$ cat config.mk
export PLATFORM = sky130hd
export DESIGN_NAME = riscv_dmem_ctrl_flat
export DESIGN_NICKNAME = d
export VERILOG_FILES = /design/src/rtl/riscv_dmem_ctrl_if.sv /design/src/rtl/riscv_dmem_ctrl.sv /design/src/flat_wrapper.sv
export SDC_FILE = /design/constraint.sdc
export NUM_CORES = 1
export LEC_CHECK = 0
export ABC_AREA = 1
export CORE_ASPECT_RATIO = 1.75
export CORE_UTILIZATION = 39
export DETAILED_ROUTE_END_ITERATION = 10
export PLACE_DENSITY = 0.92
export SLEW_MARGIN = 5
export SYNTH_ARGS = -nofsm -noshare
export SYNTH_HDL_FRONTEND = slang
export SYNTH_SLANG_ARGS = --single-unit
$ cat constraint.sdc
create_clock -name clk -period 2.98 [get_ports clk]
set_input_delay 0.745 -clock clk [delete_from_list [all_inputs] [get_ports clk]]
set_output_delay 0.745 -clock clk [all_outputs]
set_load 0.01 [all_outputs]
$ cat src/rtl/riscv_dmem_ctrl_if.sv
// Request/response and RAM-side bundle for riscv_dmem_ctrl.
// slave = controller side, master = requesters plus RAM.
interface riscv_dmem_ctrl_if #(
  parameter int ADDR_W = 14
);
  logic [1:0]        req_valid;
  logic [1:0]        req_ready;
  logic [1:0]        req_we;
  logic [5:0]        req_funct3;
  logic [63:0]       req_addr;
  logic [63:0]       req_wdata;
  logic [1:0]        rsp_valid;
  logic [31:0]       rsp_rdata;
  logic              rsp_err;
  logic [3:0]        ram_we;
  logic [ADDR_W-1:0] ram_addr;
  logic [31:0]       ram_din;
  logic [31:0]       ram_dout;

  modport slave (
    input  req_valid, req_we, req_funct3,
    input  req_addr, req_wdata, ram_dout,
    output req_ready, rsp_valid, rsp_rdata,
    output rsp_err, ram_we, ram_addr, ram_din
  );

  modport master (
    output req_valid, req_we, req_funct3,
    output req_addr, req_wdata, ram_dout,
    input  req_ready, rsp_valid, rsp_rdata,
    input  rsp_err, ram_we, ram_addr, ram_din
  );
endinterface

$ cat src/rtl/riscv_dmem_ctrl.sv
// Round-robin two-port controller for the single-port data RAM,
// with byte-lane stores and sign/zero-extended loads.
module riscv_dmem_ctrl #(
  parameter int ADDR_W = 14
) (
  input logic               clk,
  input logic               rst,
  riscv_dmem_ctrl_if.slave  bus
);

  typedef enum logic [1:0] {
    IDLE,
    ACCESS,
    RESP
  } state_e;

  state_e            state_q;
  logic              last_q;
  logic              owner_q;
  logic              store_q;
  logic [2:0]        f3_q;
  logic [1:0]        off_q;
  logic [1:0]        rsp_valid_q;
  logic              rsp_err_q;
  logic [3:0]        ram_we_q;
  logic [ADDR_W-1:0] ram_addr_q;
  logic [31:0]       ram_din_q;

  logic [1:0]  gnt;
  logic        g;
  logic [31:0] g_addr;
  logic [31:0] g_wdata;
  logic [2:0]  g_f3;
  logic        g_we;
  logic        g_bad;
  logic [3:0]  g_lanes;
  logic [31:0] g_din;
  logic [31:0] sel;
  logic [31:0] fmt;

  // Tie goes to the port that did not win last time.
  always_comb begin
    gnt = 2'b00;
    if (state_q == IDLE) begin
      unique case (bus.req_valid)
        2'b01:   gnt = 2'b01;
        2'b10:   gnt = 2'b10;
        2'b11:   gnt = last_q ? 2'b01 : 2'b10;
        default: gnt = 2'b00;
      endcase
    end
  end

  assign g       = gnt[1];
  assign g_addr  = g ? bus.req_addr[63:32]  : bus.req_addr[31:0];
  assign g_wdata = g ? bus.req_wdata[63:32] : bus.req_wdata[31:0];
  assign g_f3    = g ? bus.req_funct3[5:3]  : bus.req_funct3[2:0];
  assign g_we    = g ? bus.req_we[1]        : bus.req_we[0];

  assign bus.req_ready = gnt;

  always_comb begin
    g_bad = 1'b0;
    if (g_we && (g_f3[2] || g_f3[1:0] == 2'b11))
      g_bad = 1'b1;
    if (!g_we && (g_f3 == 3'b011 || g_f3[2:1] == 2'b11))
      g_bad = 1'b1;
    if (g_f3[1:0] == 2'b01 && g_addr[0])
      g_bad = 1'b1;
    if (g_f3[1:0] == 2'b10 && g_addr[1:0] != 2'b00)
      g_bad = 1'b1;
    if (g_addr[31:ADDR_W+2] != '0)
      g_bad = 1'b1;
  end

  always_comb begin
    g_lanes = 4'b0000;
    g_din   = g_wdata;
    if (g_we) begin
      unique case (g_f3[1:0])
        2'b00: begin
          g_lanes = 4'b0001 << g_addr[1:0];
          g_din   = {4{g_wdata[7:0]}};
        end
        2'b01: begin
          g_lanes = 4'b0011 << g_addr[1:0];
          g_din   = {2{g_wdata[15:0]}};
        end
        default: g_lanes = 4'b1111;
      endcase
    end
  end

  assign sel = bus.ram_dout >> {off_q, 3'b000};

  always_comb begin
    fmt = sel;
    unique case (f3_q)
      3'b000:  fmt = {{24{sel[7]}}, sel[7:0]};
      3'b100:  fmt = {24'b0, sel[7:0]};
      3'b001:  fmt = {{16{sel[15]}}, sel[15:0]};
      3'b101:  fmt = {16'b0, sel[15:0]};
      default: fmt = sel;
    endcase
  end

  always_ff @(posedge clk or posedge rst) begin
    if (rst) begin
      state_q     <= IDLE;
      last_q      <= 1'b1;
      owner_q     <= 1'b0;
      store_q     <= 1'b0;
      f3_q        <= 3'b000;
      off_q       <= 2'b00;
      rsp_valid_q <= 2'b00;
      rsp_err_q   <= 1'b0;
      ram_we_q    <= 4'b0000;
      ram_addr_q  <= '0;
      ram_din_q   <= 32'b0;
    end else begin
      unique case (state_q)
        IDLE: begin
          if (|gnt) begin
            last_q  <= g;
            owner_q <= g;
            store_q <= g_we;
            f3_q    <= g_f3;
            off_q   <= g_addr[1:0];
            if (g_bad) begin
              state_q     <= RESP;
              rsp_valid_q <= gnt;
              rsp_err_q   <= 1'b1;
            end else begin
              state_q    <= ACCESS;
              ram_we_q   <= g_lanes;
              ram_addr_q <= g_addr[ADDR_W+1:2];
              if (g_we)
                ram_din_q <= g_din;
            end
          end
        end
        ACCESS: begin
          state_q     <= RESP;
          ram_we_q    <= 4'b0000;
          rsp_valid_q <= owner_q ? 2'b10 : 2'b01;
          rsp_err_q   <= 1'b0;
        end
        RESP: begin
          state_q     <= IDLE;
          rsp_valid_q <= 2'b00;
          rsp_err_q   <= 1'b0;
        end
        default: state_q <= IDLE;
      endcase
    end
  end

  assign bus.rsp_valid = rsp_valid_q;
  assign bus.rsp_err   = rsp_err_q;
  assign bus.ram_we    = ram_we_q;
  assign bus.ram_addr  = ram_addr_q;
  assign bus.ram_din   = ram_din_q;
  // RAM data arrives during RESP, so formatting stays combinational.
  assign bus.rsp_rdata =
    (|rsp_valid_q && !rsp_err_q && !store_q) ? fmt : 32'b0;

endmodule

$ cat src/flat_wrapper.sv
// flat-port wrapper written by rule: the top's interface ports become plain ports
module riscv_dmem_ctrl_flat 
#(
  parameter int ADDR_W = 14
)
  (clk, rst, bus_req_valid, bus_req_we, bus_req_funct3, bus_req_addr, bus_req_wdata, bus_ram_dout, bus_req_ready, bus_rsp_valid, bus_rsp_rdata, bus_rsp_err, bus_ram_we, bus_ram_addr, bus_ram_din);
  riscv_dmem_ctrl_if #(.ADDR_W(ADDR_W)) bus_i ();
  input logic clk;
  input logic rst;
  input wire logic [$bits(bus_i.req_valid)-1:0] bus_req_valid;
  input wire logic [$bits(bus_i.req_we)-1:0] bus_req_we;
  input wire logic [$bits(bus_i.req_funct3)-1:0] bus_req_funct3;
  input wire logic [$bits(bus_i.req_addr)-1:0] bus_req_addr;
  input wire logic [$bits(bus_i.req_wdata)-1:0] bus_req_wdata;
  input wire logic [$bits(bus_i.ram_dout)-1:0] bus_ram_dout;
  output wire logic [$bits(bus_i.req_ready)-1:0] bus_req_ready;
  output wire logic [$bits(bus_i.rsp_valid)-1:0] bus_rsp_valid;
  output wire logic [$bits(bus_i.rsp_rdata)-1:0] bus_rsp_rdata;
  output wire logic [$bits(bus_i.rsp_err)-1:0] bus_rsp_err;
  output wire logic [$bits(bus_i.ram_we)-1:0] bus_ram_we;
  output wire logic [$bits(bus_i.ram_addr)-1:0] bus_ram_addr;
  output wire logic [$bits(bus_i.ram_din)-1:0] bus_ram_din;
  assign bus_i.req_valid = bus_req_valid;
  assign bus_i.req_we = bus_req_we;
  assign bus_i.req_funct3 = bus_req_funct3;
  assign bus_i.req_addr = bus_req_addr;
  assign bus_i.req_wdata = bus_req_wdata;
  assign bus_i.ram_dout = bus_ram_dout;
  assign bus_req_ready = bus_i.req_ready;
  assign bus_rsp_valid = bus_i.rsp_valid;
  assign bus_rsp_rdata = bus_i.rsp_rdata;
  assign bus_rsp_err = bus_i.rsp_err;
  assign bus_ram_we = bus_i.ram_we;
  assign bus_ram_addr = bus_i.ram_addr;
  assign bus_ram_din = bus_i.ram_din;
  riscv_dmem_ctrl #(.ADDR_W(ADDR_W)) u_core (.clk(clk), .rst(rst), .bus(bus_i));
endmodule
==> summary.txt <==
Status
  – Status: complete, no violations

Placed design
  – I/O Buffers: 258
  – Routability Congestion: 0.856
  – Post-DP HPWL: 13300 um
  – DP Area: 7340 sq um
  – Place WS: -434 ps

Global routing
  – Largest net degree at the start of global routing: 44
  – Vias in the first global route: 5664
  – Total gr overflow: 0
  – First-pass GRT wire length: 26600 um
  – GRT Overall Usage: 30.1%
  – Initial antenna violation count: 0

CTS
  – Num CTS Buffers: 9
  – # hold bufs at CTS: 0
  – Clk sinks: 63
  – H-Tree Depth: 3
  – Worst-Skew Late Latency: 330 ps
  – Setup bufs post-CTS: 0
  – Root Buffer: clkbuf_16
  – Reg clk slew, reported paths: 50 ps
  – CTS tree: done
  – CTS max path bufs: 2

Floorplanning
  – IO Pins: 259
  – Core Box Area: 11100 sq um
  – Rows: 51
  – Die area: 11800 sq um
  – Die span in y: 143 um
  – Starting Density: 39.8%
  – Die Wd: 82.5 um

Pwr
  – Pwr/cell area: 632 nW/um^2
  – Peak VDD IR: 548 uV
  – LEAKAGE: 0.00384 uW

Logic synthesis
  – Yosys reg bits: 63
  – Synth Warn #: 0
  – Netlist cell types: 31
  – Syn_nets: 865
  – Seq/Total Area, Yosys: 35.7%
  – Mapped Cells: 691
  – Avg Cell Area, Syn: 6.40 sq um
  – Synth Cell Area: 4420 sq um

Run
  – MaxCap Viol Count: 0

Detailed routing
  – Detail Route Antenna Nets: 0
  – Starting DRT DRC Count: 280
  – Detailed Routing Iterations Pass 1: 5
  – Wire length per cell: 15.7 um
  – Routed WL: 17200 um
  – Vias/cell: 5.23
  – Drt drc: 0
  – Via count: 5743

Timing
  – Setup ws final: 88.8 ps
  – Measured slew at the worst slew-check pin: 501 ps
  – Hold_ws: 471 ps
  – Final setup violation count: 0
  – Clock skew: 5.40 ps
  – TNS Setup: 0 ps
  – Final Max Tran Viols: 0
  – Worst slew margin: 66.6%
  – Minimum clock period: 2890 ps
  – Final hold viol count: 0
  – Period utilization: 97.0%
  – Highest clock rate: 346 MHz

Critical path
  – Startpoint Class: primary input
  – CP max FO: 2
  – FF-to-FF path depth: 15
  – Crit path kind: in -> out
  – CP Data Required Time: 2240 ps
  – Worst Setup End Kind: primary output
  – Worst EP arrival: 2150 ps
  – Flop-to-flop setup slack: 480 ps

Finish
  – # diodes: 0
  – P&R area growth vs syn: 71.9%
  – Commonest non-fill, non-tap cell in the layout: nand2_1
  – Layout cells sized above 1: 12.3%
  – Util after Layout: 68.4%
  – FILL cells: 910
  – Design Area, Final: 7600 sq um
  – # nets final: 1135
  – Most frequent cells in the layout: nand2_1 (357), clkdlybuf4s50_1 (223), dfrtp_1 (62)

Hold path
  – Worst Hold Class: reg -> reg
  – Hold path depth: 2
[state kept, by name, indices dropped and copies added, names as in the netlist]
register and flops:
u_core.last_q 1, u_core.off_q 2, u_core.f3_q 3, u_core.bus.ram_we 4, u_core.bus.rsp_valid 2, u_core.owner_q 1, u_core.state_q 2, u_core.bus.rsp_err 1
u_core.store_q 1, u_core.bus.ram_addr 14, u_core.bus.ram_din 32
[stage by stage]
stage | power, uW | cells
after global placement | 3620 | 1082
final | 4810 | 1098
after CTS | 4720 | 1098
after detailed placement | 3660 | 1082
after floorplan | 2490 | 691
after global routing | 5140 | 1098
[layout make-up]
class                      instances  area [sq um]  area share [%]
timing repair buffer             295          2820            37.1
clock inverter                     7          97.6            1.28
tap                              132           165            2.17
clock buffer                       9           225            2.96
sequential                        63          1580            20.8
inverter                          26          97.6            1.28
multi-input combinational        566          2620            34.5
[cell families after synthesis]
kind of cell / share of synthesized area, %
muxes: 1.81
DFF: 35.7
AOI/OAI and AO/OA: 13.9
adders and majority gates: 0.566
buffers and inverters: 6.57
and+or+nand+nor: 41.4
[cells in the mapped netlist (all sizes together)]
cell type,number,area share (%)
inv,24,2.0
a311o,7,1.6
nand2,365,32
o21ai,29,3.6
a31oi,7,0.99
nor3,1,0.11
o211ai,16,2.7
dfrtp,62,35
mux2i,8,1.8
or2,8,1.1
clkbuf,18,1.5
ha,2,0.57
o22ai,2,0.28
clkinv,2,0.17
nand3,41,4.9
nor2,39,3.7
dfstp,1,0.59
buf,18,2.8
a21oi,41,4.7
[worst max-delay path, cell delays in order]
cell and delay, ps:
clkdlybuf4s50_1 510, nand2_1 70, nand2_1 70, o21ai_0 70, a31oi_1 140, clkdlybuf4s50_1 550
[power breakdown]
group / total [uW] / leakage [uW] / switching (uW) / internal, uW
Sequential: 1050 / 0.000856 / 83.9 / 964
Clock: 1130 / 0.000152 / 396 / 732
Combinational: 2630 / 0.00283 / 1550 / 1080
[per-layer routing]
metal	share of wire [%]	GRT usage [%]	up-vias	routed length, um
met4	5.8	20.4	0	995
li1	-	-	2763	-
met3	9.7	8.05	64	1670
met5	0	0	-	0
met2	52	53.5	331	8950
met1	32	29.1	2585	5590
[worst paths after layout]
kind	startpoint	endpoint
setup / recovery	bus_ram_dout[17]	bus_rsp_rdata[1]
hold / removal	u_core.bus.ram_din[3]	u_core.bus.ram_din[3]
setup reg to reg	u_core.state_q[1]	u_core.bus.ram_din[26]
hold reg to reg	u_core.bus.ram_din[3]	u_core.bus.ram_din[3]
max in group asynchronous	rst	u_core.bus.ram_din[15]
min in group asynchronous	rst	u_core.bus.ram_addr[3]
[what timing repair did]
| item | 4_1_cts | 5_1_grt |
|---|---|---|
| pin swaps | 1 | 3 |
| resized for setup | 82 | 34 |
| setup endpoints to repair | 30 | 26 |
Note: power is estimated with default switching activity, not from simulation.
